==> config.mk <==
export PLATFORM = sky130hd
export DESIGN_NAME = fc_weight_stream_ctrl
export DESIGN_NICKNAME = d
export VERILOG_FILES = /design/src/rtl/fc_weight_stream_ctrl_pkg.sv /design/src/rtl/fc_wstream_fifo2.sv /design/src/rtl/fc_weight_stream_ctrl.sv
export SDC_FILE = /design/constraint.sdc
export NUM_CORES = 1
export LEC_CHECK = 0
export BUFFER_PORTS_ARGS = -buffer_cell sky130_fd_sc_hd__buf_4
export CORE_MARGIN = 1.5
export CORE_UTILIZATION = 49
export DETAILED_ROUTE_END_ITERATION = 8
export MAX_ROUTING_LAYER = met4
export PLACE_DENSITY_LB_ADDON = 0.08
export SLEW_MARGIN = 20
export SYNTH_ARGS = -nofsm -noshare
export SYNTH_HDL_FRONTEND = slang
export SYNTH_HIERARCHICAL = 1
export SYNTH_SLANG_ARGS = --single-unit
==> constraint.sdc <==
create_clock -name clk -period 3.25 [get_ports clk]
set_input_delay 0.975 -clock clk [delete_from_list [all_inputs] [get_ports clk]]
set_output_delay 0.975 -clock clk [all_outputs]
set_load 0.01 [all_outputs]
==> src/rtl/fc_weight_stream_ctrl_pkg.sv <==
// Shared definitions for the FC weight streaming controller and its output FIFO.
package fc_weight_stream_ctrl_pkg;

  typedef enum logic [1:0] {
    ST_IDLE  = 2'd0,
    ST_FETCH = 2'd1,
    ST_DRAIN = 2'd2,
    ST_DONE  = 2'd3
  } state_e;

  localparam int         WORD_BYTES   = 4;
  localparam int         WORD_SHIFT   = $clog2(WORD_BYTES);
  localparam logic [3:0] WEN_FULL     = 4'b1111;
  localparam int         BRAM_LATENCY = 1;
  // Output buffering needed to cover the read latency at one word per cycle.
  localparam int         FIFO_DEPTH   = BRAM_LATENCY + 1;

endpackage

==> src/rtl/fc_wstream_fifo2.sv <==
// Two-entry output FIFO between the BRAM read port and the datapath handshake.
import fc_weight_stream_ctrl_pkg::*;

module fc_wstream_fifo2 (
  input  logic        clk,
  input  logic        rst,
  input  logic        push,
  input  logic [31:0] din,
  input  logic        pop,
  input  logic        flush,
  output logic [31:0] head,
  output logic [1:0]  count
);

  logic [31:0] head_q, head_d;
  logic [31:0] tail_q, tail_d;
  logic [1:0]  count_q, count_d;
  logic        do_pop;
  logic        do_push;

  // Next-state for the head/tail slots; head always holds the oldest word.
  always_comb begin
    head_d  = head_q;
    tail_d  = tail_q;
    count_d = count_q;
    do_pop  = pop && (count_q != 2'd0);
    do_push = push && ((count_q != 2'd2) || do_pop);
    if (flush) begin
      count_d = 2'd0;
    end else begin
      case ({do_push, do_pop})
        2'b10: begin
          if (count_q == 2'd0) head_d = din;
          else                 tail_d = din;
          count_d = count_q + 2'd1;
        end
        2'b01: begin
          head_d  = tail_q;
          count_d = count_q - 2'd1;
        end
        2'b11: begin
          if (count_q == 2'd1) begin
            head_d = din;
          end else begin
            head_d = tail_q;
            tail_d = din;
          end
        end
        default: ;
      endcase
    end
  end

  // Storage and occupancy registers.
  always_ff @(posedge clk or negedge rst) begin
    if (!rst) begin
      head_q  <= '0;
      tail_q  <= '0;
      count_q <= '0;
    end else begin
      head_q  <= head_d;
      tail_q  <= tail_d;
      count_q <= count_d;
    end
  end

  assign head  = head_q;
  assign count = count_q;

endmodule

==> src/rtl/fc_weight_stream_ctrl.sv <==
// Streams a contiguous run of weight words from a single-port BRAM to the FC
// datapath, and lends the BRAM port to the host loader whenever it is idle.
import fc_weight_stream_ctrl_pkg::*;

module fc_weight_stream_ctrl #(
  parameter int CNT_W     = 10,
  parameter int ADDR_W    = 32,
  parameter int MAX_WORDS = 1001
) (
  input  logic              clk,
  input  logic              rst,
  input  logic              start,
  input  logic [ADDR_W-1:0] base_addr,
  input  logic [CNT_W-1:0]  word_cnt,
  input  logic              abort,
  output logic              busy,
  output logic              done,
  output logic              err,
  output logic [31:0]       w_data,
  output logic              w_valid,
  input  logic              w_ready,
  input  logic              host_wr,
  input  logic [ADDR_W-1:0] host_addr,
  input  logic [31:0]       host_din,
  output logic              host_ack,
  output logic [ADDR_W-1:0] bram_addr,
  output logic              bram_en,
  output logic [3:0]        bram_wen,
  output logic [31:0]       bram_din,
  input  logic [31:0]       bram_dout
);

  state_e            state_q, state_d;
  logic [ADDR_W-1:0] base_word_q, base_word_d;
  logic [CNT_W-1:0]  word_cnt_q, word_cnt_d;
  logic [CNT_W-1:0]  issue_idx_q, issue_idx_d;
  logic [CNT_W-1:0]  recv_idx_q, recv_idx_d;
  logic              inflight_q, inflight_d;
  logic              busy_q, busy_d;
  logic              done_q, done_d;
  logic              err_q, err_d;

  logic              active;
  logic              pop;
  logic              push;
  logic              flush;
  logic              issue;
  logic [1:0]        fifo_count;
  logic [31:0]       fifo_head;
  logic [ADDR_W-1:0] req_word;
  logic              reject;
  logic [2:0]        occupancy;

  fc_wstream_fifo2 u_fifo (
    .clk   (clk),
    .rst   (rst),
    .push  (push),
    .din   (bram_dout),
    .pop   (pop),
    .flush (flush),
    .head  (fifo_head),
    .count (fifo_count)
  );

  // Handshake, read-issue and host-grant decisions for the current cycle.
  always_comb begin
    active    = (state_q == ST_FETCH) || (state_q == ST_DRAIN);
    w_valid   = (fifo_count != 2'd0);
    w_data    = fifo_head;
    pop       = w_valid && w_ready;
    push      = active && !abort && inflight_q;
    flush     = active && abort;
    req_word  = base_addr >> WORD_SHIFT;
    reject    = (req_word + ADDR_W'(word_cnt)) > ADDR_W'(MAX_WORDS);
    occupancy = {1'b0, fifo_count} + {2'b00, inflight_q};
    issue     = (state_q == ST_FETCH) && !abort && (issue_idx_q != word_cnt_q) &&
                (occupancy < (3'(FIFO_DEPTH) + {2'b00, pop}));
    host_ack  = rst && (state_q == ST_IDLE) && host_wr && !start;
    bram_en   = 1'b0;
    bram_wen  = 4'b0000;
    bram_addr = '0;
    bram_din  = '0;
    if (issue) begin
      bram_en   = 1'b1;
      bram_addr = (base_word_q + ADDR_W'(issue_idx_q)) << WORD_SHIFT;
    end else if (host_ack) begin
      bram_en   = 1'b1;
      bram_wen  = WEN_FULL;
      bram_addr = host_addr;
      bram_din  = host_din;
    end
  end

  // Sequencer next-state: accept/reject starts, advance counters, finish runs.
  always_comb begin
    state_d     = state_q;
    base_word_d = base_word_q;
    word_cnt_d  = word_cnt_q;
    issue_idx_d = issue_idx_q;
    recv_idx_d  = recv_idx_q;
    inflight_d  = issue;
    err_d       = 1'b0;
    case (state_q)
      ST_IDLE: begin
        if (start) begin
          if (word_cnt == '0) begin
            state_d = ST_DONE;
          end else if (reject) begin
            state_d = ST_DONE;
            err_d   = 1'b1;
          end else begin
            base_word_d = req_word;
            word_cnt_d  = word_cnt;
            issue_idx_d = '0;
            recv_idx_d  = '0;
            state_d     = ST_FETCH;
          end
        end
      end
      ST_FETCH: begin
        if (abort) begin
          state_d = ST_DONE;
        end else begin
          if (issue) issue_idx_d = issue_idx_q + CNT_W'(1);
          if (push)  recv_idx_d  = recv_idx_q + CNT_W'(1);
          if (issue_idx_d == word_cnt_q) state_d = ST_DRAIN;
        end
      end
      ST_DRAIN: begin
        if (abort) begin
          state_d = ST_DONE;
        end else begin
          if (push) recv_idx_d = recv_idx_q + CNT_W'(1);
          if ((recv_idx_q == word_cnt_q) && !push && (fifo_count == {1'b0, pop}))
            state_d = ST_DONE;
        end
      end
      default: state_d = ST_IDLE;
    endcase
    busy_d = (state_d == ST_FETCH) || (state_d == ST_DRAIN);
    done_d = (state_d == ST_DONE);
  end

  // State, counters and registered status outputs.
  always_ff @(posedge clk or negedge rst) begin
    if (!rst) begin
      state_q     <= ST_IDLE;
      base_word_q <= '0;
      word_cnt_q  <= '0;
      issue_idx_q <= '0;
      recv_idx_q  <= '0;
      inflight_q  <= 1'b0;
      busy_q      <= 1'b0;
      done_q      <= 1'b0;
      err_q       <= 1'b0;
    end else begin
      state_q     <= state_d;
      base_word_q <= base_word_d;
      word_cnt_q  <= word_cnt_d;
      issue_idx_q <= issue_idx_d;
      recv_idx_q  <= recv_idx_d;
      inflight_q  <= inflight_d;
      busy_q      <= busy_d;
      done_q      <= done_d;
      err_q       <= err_d;
    end
  end

  assign busy = busy_q;
  assign done = done_q;
  assign err  = err_q;

endmodule

==> results of run 1 <==
## power by group
group,total [W],switching (W),internal [W]
Combinational,0.00371,0.00184,0.00187
Clock,0.00194,0.000831,0.00111
Sequential,0.00232,0.000278,0.00204
## final timing paths
check / endpoint
worst max-delay path: bram_addr[25]
worst min-delay path: u_fifo/tail_q[24]
worst max register to register: busy
worst min register to register: u_fifo/tail_q[24]
max in group asynchronous: issue_idx_q[5]
min in group asynchronous: base_word_q[23]
## synthesized netlist by cell type, drive strengths merged, types with 3 or more instances
cell	number
a31o	4
nand3b	7
inv	34
a31oi	15
a21oi	58
xor2	21
clkbuf	27
mux2	57
nor2b	5
dfrtp	132
o31ai	5
ha	33
nor3b	4
nand4	21
o311ai	3
nor3	19
xnor2	26
and4	8
o211ai	9
o21a	5
o21ai	55
buf	31
a211oi	10
mux2i	35
nand2b	8
and2	27
nand3	74
a21o	10
or3	3
nand2	53
a22oi	3
a32oi	4
nor4	11
o2111ai	6
and3	60
nor2	64
or2	6
o221ai	12
a21boi	4
## timing repair
item	CTS	global route
resized for setup	162	89
pin swaps	73	36
hold endpoints to repair	0	0
setup buffers	23	16
endpoints found under the setup margin	131	134
gates cloned	13	0
## per-layer routing
| layer | part of all wire (%) | vias to the layer above |
|---|---|---|
| met3 | 5.1 | 61 |
| met4 | 2.5 | 0 |
| met2 | 51 | 334 |
| met5 | 0 | - |
| li1 | - | 4551 |
| met1 | 42 | 4584 |
## sequential cells by signal, indices dropped and copies added (netlist names), 2 cells and up
signal and flops:
word_cnt_q 10, base_word_q 30, recv_idx_q 10, u_fifo/head 32
state_q 2, u_fifo/tail_q 32, u_fifo/count 2, issue_idx_q 10
## critical path, stage by stage (launching register included)
cell,delay (ns)
dfrtp_2,0.44
ha_4,0.17
buf_4,0.13
a21o_1,0.18
a21oi_2,0.17
o21ai_2,0.08
a21oi_2,0.21
o21ai_2,0.09
and3b_2,0.23
buf_6,0.13
o211ai_1,0.19
xor2_1,0.22
o21ai_1,0.08
buf_4,0.14
## cell type report
type | count | area (um^2)
multi-input cells | 776 | 6390
fillers | 1237 | 4020
repair buffers | 463 | 3970
flip-flops and latches | 132 | 3310
clock buffers | 18 | 439
well taps | 234 | 293
clock inverters | 14 | 159
inverters | 34 | 133
## through the flow
stage / TNS, ns / std cells / hold slack, ns / util [%] / power [W]
after floorplan: -17.05 / 997 / 0.464 / - / 0.00401
final: -27.76 / 1671 / 0.493 / 78.5 / 0.00798
after global routing: -41.96 / 1671 / 0.521 / 78.5 / 0.00843
after detailed placement: -56.57 / 1593 / 0.480 / 67.5 / 0.00536
after CTS: -27.97 / 1661 / 0.494 / 76.3 / 0.00781
after global placement: -52.15 / 1593 / 0.472 / 67.5 / 0.00528
## kinds of logic after synthesis
kind of cell    synth area share [%]
flops                           35.2
xor+xnor                        4.39
compound gates                  16.6
mux                             11.4
simple gates                    22.3
fa+ha+maj                       4.83
buf+inv                         5.25
==> results, run 1 <==
- TritonCTS built the clock tree.
- By area the synthesized netlist is led by dfrtp_1 35%, ha_1 4.4%, and3_1 4.0%, nand3_1 3.8%, mux2i_1 3.7%.
- Routability-driven placement finished with a final weighted congestion of ~0.9.
- The classification of the worst setup path is reg -> out.
- The minimum clock period after layout is between 3 and 4 ns.
- The worst setup path is captured at an output port.
- Cells with a size suffix above 1 make up 51.7% of the layout.
- Setup repair after global routing could not meet its margin everywhere.
- In this run the most critical hold path is launched from u_fifo/tail_q[24].
- The finished cells cover 0.0147 mm^2.
- The global routing's busiest layer is met2.
- The number of global-route vias before repair came to between 9k and 10k.
- The cell type contributing the most total cell area after synthesis is dfrtp_1.
- During placement, the flow inserted port buffers numbering roughly 250.
- Across the run, the number of max-cap violations was 0.
- The initial antenna violation count is 0.
- The final-report setup violation count is between 100 and 150.
- The first routing iteration left approximately 480 violations.
- The placeable core region is 0.0187 mm^2.
- The number of enable flip-flop cells after synthesis is 0.
- The number of nets still failing antenna checks after routing is 0.
- The maximum buffer depth of the clock tree is 2.
- Leaving out fill and tap cells, the most frequent cells in the layout are 389 x buf_4, 129 x dfrtp_1, 61 x nor2_1.
- Clock skew on the completed layout was measured at ~0.0090 ns.
- The launching element of the worst setup path is issue_idx_q[0].
- The post-synthesis sequential element count is approximately 130.
- The setup slack of the worst register-to-register path is -0.03 ns.
- The die is around 140 um tall.
- The maximum frequency from static timing analysis is ~0.26 GHz.
- The H-tree depth is 4.
- The most used flip-flop cell after synthesis is dfrtp_1.
- The number of DRC violations after detailed routing is 0.
- At the later pin of the worst-skew pair, clock insertion delay measures around 0.43 ns.
- CTS placed an instance of clkbuf_16 at the clock tree root.
- The endpoint arrival time on the critical path is approximately 2.9 ns.
- In this run the tightest slew margin relative to its limit is a little under two fifths.
- The die is approximately 140 um wide.
- Of the synthesized area, sequential elements account for a little over a third.
- The pre-CTS worst setup slack is -0.716 ns.
- The tightest min-delay check is of the reg -> reg type.
- The worst setup path is launched from a register.
- The checks that failed: setup timing.
- The total congestion overflow after global routing is 0.
- The total number of vias is about 9.5k.
- Dividing the detail-routed via count by the number of cells gives around 5.7.
- The met2 routing resource usage after global routing is between 50% and 60%.
- For this design, the sink count on the clock tree is ~130.
- Along the worst path, the maximum fanout reaches 6.
- After detailed placement, the total cell area comes to approximately 0.013 mm^2.
- After clock tree synthesis, the clock-pin slew on the worst setup and hold paths is about 0.060 ns.
- The number of different library cells in the post-synthesis netlist is 80.
- The library cell used most frequently in the layout, excluding fill and tap cells, is buf_4.
- For this design the top-level I/O count stands at between 200 and 300.
- Entering global routing, the biggest net connects 72 pins.
- The total die area is ~0.02 mm^2.
- The ratio of final minimum period to clock period is 119%.
- In the global route stage, met1 resource usage came out at about two fifths.
- The CTS buffer count is 17.
- In the final routed layout, each cell accounts on average for around 18 um.
- The repair_antennas step left the layout with diodes totalling 0.
- Global routing used 30.3% of the available tracks across all layers.
- The number of nets handed over by synthesis was around 1.2k.
- The power density relative to cell area is around 540 mW/mm^2.
- The cell area that synthesis handed to floorplanning was around 0.0094 mm^2.
- Summed over all nets, the half-perimeter wirelength after detailed placement is 20300 um.
- Summed over all cells, the static leakage comes to approximately 7.2 nW.
- Counting instances, the worst hold path has a depth of 1.
- For this configuration, the core starts out at a cell density of around half.
- For this run, asynchronously set or reset flops after synthesis account for 100%.
- The slack of the critical path is -0.607 ns.
- The run finished, with violations left.
- The total of warnings raised by yosys is 6.
- For this run, the detailed router's first-pass iteration total came to 5.
- The worst register-to-register path begins at issue_idx_q[2].
- Of the post-synthesis cell area, the dominant cell type holds a little over a third.
- For the worst setup path, the data required time is 2.27 ns.
- Synthesis produced a netlist whose cell count is about 1000.
- The final max-slew violation count came to 0.
- Wires add up to ~30000 um.
- The met3 global-route usage is between 3 and 4%.
- The transition at the pin with the smallest max-transition slack is 0.930 ns.
- The area growth from synthesis to layout is 56.8%.
- The wire length of the first global-routing pass is ~47000 um.
- After floorplanning, the core was divided into 50 placement rows.
- After clock tree synthesis, the flow added hold-fix buffers numbering 0.
- For this run, the post-layout net count is between 1.5k and 2k.
- The worst ir drop on vdd is 0.000474 V.
- The count of endpoints failing hold in the final timing report is 0.
- The synthesized area per cell is approximately 9.4 um^2.
- The logic depth of the worst register-to-register path is 13.
Note: power is estimated with default switching activity, not from simulation.
==> run 2: changes to the inputs <==
--- a/config.mk
+++ b/config.mk
@@ -5,10 +5,12 @@
 export SDC_FILE = /design/constraint.sdc
 export NUM_CORES = 1
 export LEC_CHECK = 0
+export ABC_AREA = 0
 export BUFFER_PORTS_ARGS = -buffer_cell sky130_fd_sc_hd__buf_4
 export CORE_MARGIN = 1.5
 export CORE_UTILIZATION = 49
 export DETAILED_ROUTE_END_ITERATION = 8
+export GPL_TIMING_DRIVEN = 0
 export MAX_ROUTING_LAYER = met4
 export PLACE_DENSITY_LB_ADDON = 0.08
 export SLEW_MARGIN = 20
==> run 2 against run 1 <==
Against the previous run:
- the run still ends with setup timing left
- first-iteration DRC count grew 68%
- critical endpoint is now bram_addr[27]
- highest routed layer unchanged
- cell area barely moved
- global-route usage rose by 0.95 points
- wire length grew 20%
- clock power about the same
- clock-buffer cell count increased by 1
- total power rose by 2.2%
- sequential power rose by 2%
- combinational power increased by 4%
- via count rose by 6.3%
==> results, run 2 (same netlist as run 1, synthesis figures left out) <==
- The final critical path takes up 131% of the cycle.
- Measured on the finished design, the core utilization comes to between 70% and 80%.
- The clock net in this run drives a total of between 100 and 150 sinks.
- The critical path goes through ha_4 > a21o_1 > a21oi_2 > o21ai_1 > a21oi_2 > o21ai_2 > and3b_2 > buf_6 > o211ai_1 > xor2_1 > o21ai_1 > buf_4.
- The H-tree was split into 4 levels.
- The total number of vias is between 10k and 15k.
- Leaving out fill and tap cells, the most frequent cell in the layout is buf_4.
- For the finished layout, the period the worst path requires is 4.25 ns.
- After detailed routing, the average wire length per cell comes to between 20 and 25 um.
- The critical path is of the reg -> out type.
- The longest clock path from root to sink contains 2 buffers.
- Following the worst setup path forward leads to its endpoint at bram_addr[27].
- Hold repair after CTS inserted 0 buffers.
- The count of endpoints failing hold in the final timing report is 0.
- Dividing total power by cell area gives a power density of around 550 mW/mm^2.
- STA puts the critical path data arrival time at ~3.3 ns.
- The root buffer selected by CTS is clkbuf_16.
- The startpoint type of the worst setup path is a register.
- Of all nets on the critical path, the largest fanout is 6.
- The required time of the critical path is 2.27 ns.
- TritonCTS built the clock tree.
- Pin placement for this block handled 250 I/O pins.
- The later-pin clock latency in the skew report is 0.43 ns.
- The final layout contains around 1.5k nets.
- The total die area is between 0.015 and 0.02 mm^2.
- The classification of the worst-slack hold path is in -> async.
- The slowest stage of the critical path is the dfrtp_2 cell.
- Timing would allow up to ~0.24 GHz.
- The logic depth of the worst register-to-register path is 10.
- The worst ir drop on vdd is ~0.00056 V.
- The fill cell total of the finished layout is ~1.2k.
- The total congestion overflow after global routing is 0.
- The count of standard-cell rows is 50.
- The final RePlAce weighted congestion is about 0.9.
- The die height is about 140 um.
- The count of buffering cells on the critical path with inverters included is 2.
- The total number of cells along the worst setup path is 12.
- The total length of routed wires is 36300 um.
- In the final layout, the share of cells above drive strength 1 is a little over half.
- On the critical path the largest part of the delay comes from compound AO/OA/AOI/OAI gates.
- The slack of the critical path is -1.00 ns.
- The first global-routing pass estimated roughly 48000 um of wire.
- The sort of element at the end of the critical path is an output port.
- Setup repair after global routing could not meet its margin everywhere.
- Detailed placement finished with a half-perimeter wire length of 20200 um.
- The number of global-route vias before repair was a little over 9k.
- The register clock-pin slew on the reported worst setup and hold paths is 0.06 ns.
- Between clock sinks in the finished design, the worst skew comes to 0.0107 ns.
- The number of nets still failing antenna checks after routing is 0.
- The static power due to leakage is 7.01 nW.
- The final-report setup violation count is 134.
- The headroom to the max-slew limit is between 40 and 50%.
- For flop-to-flop paths, the worst setup slack is -0.28 ns.
- The reported max-cap violation count is 0.
- The initial utilization of the core area, before any placement, comes to between 50% and 60%.
- The initial DRC count is ~800.
- In this run the critical register-to-register path is launched from word_cnt_q[5].
- The largest net degree at the start of global routing is 67.
- The flow ran to the end, but the final reports show violations.
- The number of vias per cell is roughly 6.3.
- For this run, design rule violations remaining after detail routing come to 0.
- The antenna cell count is 0.
- The total global-route track usage is between 30 and 40%.
- The initial antenna violation count is 0.
- The most critical setup path has its startpoint at issue_idx_q[1].
- The worst flop-to-flop path endpoint is busy.
- The die is 141 um wide.
- The design draws 0.00815 W.
- The iteration count of the initial detailed-routing pass is 5.
- The count of input and output buffers is 244.
- The checks that failed: setup timing.
- The transition at the pin with the smallest max-transition slack is between 0.8 and 0.9 ns.
- The largest stage delay on the critical path is 0.44 ns.
- Across all hold checks on the routed design, the worst slack comes to around 0.39 ns.
- The final max-slew violation count came to 0.
- Compared with the post-synthesis result, the final layout area differs by 56.9%.
- The CTS buffer count is 17.
- In the layout the commonest cells are 280 x buf_4, 118 x dfrtp_1, 73 x buf_6.
- After floorplanning, the core was sized to cover between 0.015 and 0.02 mm^2.
## run 2: changes by cell type in the layout (fill, tap and decap cells not counted), sizes merged
| cell | previous run | this run |
|---|---|---|
| bufbuf | 2 | 1 |
| clkinvlp | 2 | 3 |
| inv | 44 | 40 |
| or2 | 9 | 6 |
| clkbuf | 18 | 36 |
| buf | 461 | 388 |
| clkinv | 1 | 3 |
## run 2: through the flow
stage	cells	setup TNS, ns	area [um^2]	worst slack [ns]
after detailed placement	1476	-109.42	11700	-1.18
after global routing	1611	-68.96	14700	-0.999
after global placement	1475	-166.71	11600	-2.08
after CTS	1585	-25.61	13900	-0.663
final	1611	-58.85	14700	-1.00
after floorplan	997	-17.05	9500	-0.429
## run 2: worst min-delay path by stage
stage | start | to | slack, ns | cells past startpoint
2_1_floorplan | u_fifo/tail_q[23] | u_fifo/tail_q[23] | 0.46 | 1
5_1_grt | rst | issue_idx_q[1] | 0.40 | 1
3_3_place_gp | u_fifo/tail_q[25] | u_fifo/tail_q[25] | 0.47 | 1
6_report | rst | issue_idx_q[1] | 0.39 | 1
4_1_cts | rst | issue_idx_q[1] | 0.39 | 1
3_5_place_dp | u_fifo/tail_q[26] | u_fifo/tail_q[26] | 0.48 | 1
## run 2: what timing repair did
action | in CTS | in global routing
setup endpoints to repair | 134 | 134
buffers inserted | 72 | 37
pin swaps | 67 | 109
resized for setup | 235 | 141
gates cloned | 10 | 2
## run 2: report_power, final
group	switching [W]	leakage (nW)	total, W	internal, W
sequential	0.000307	1.67	0.00236	0.00205
clock	0.000819	0.277	0.00192	0.00110
combinational	0.00203	5.06	0.00387	0.00185
total	0.00315	7.01	0.00815	0.00500
## run 2: cell type report
type / count / area [um^2] / area share, %
multi-input combinational: 773 / 6660 / 45.3
sequential: 132 / 3320 / 22.6
timing repair buffer: 359 / 3250 / 22.1
buffer: 47 / 473 / 3.22
clock buffer: 19 / 453 / 3.08
tap: 234 / 293 / 1.99
inverter: 34 / 135 / 0.919
clock inverter: 13 / 120 / 0.817
## run 2: worst register-to-register path, cell delays in order, from the launching register on
cell and delay, ns:
dfrtp_1 0.49, xor2_1 0.25, nor4_2 0.40, and4_1 0.48, nor2_1 0.18, xnor2_1 0.16
a211o_1 0.34, a2111oi_4 0.44, a311oi_1 0.22, a21oi_4 0.25, ha_4 0.22
## run 2: routing by layer
metal	share of wire [%]	routed length (um)	GRT usage, %	up-vias
li1	-	-	-	4420
met1	38	13700	39.2	4873
met2	48	17500	50.0	636
met3	8.6	3120	6.41	201
met4	5.6	2030	11.7	0
met5	0	0	-	-
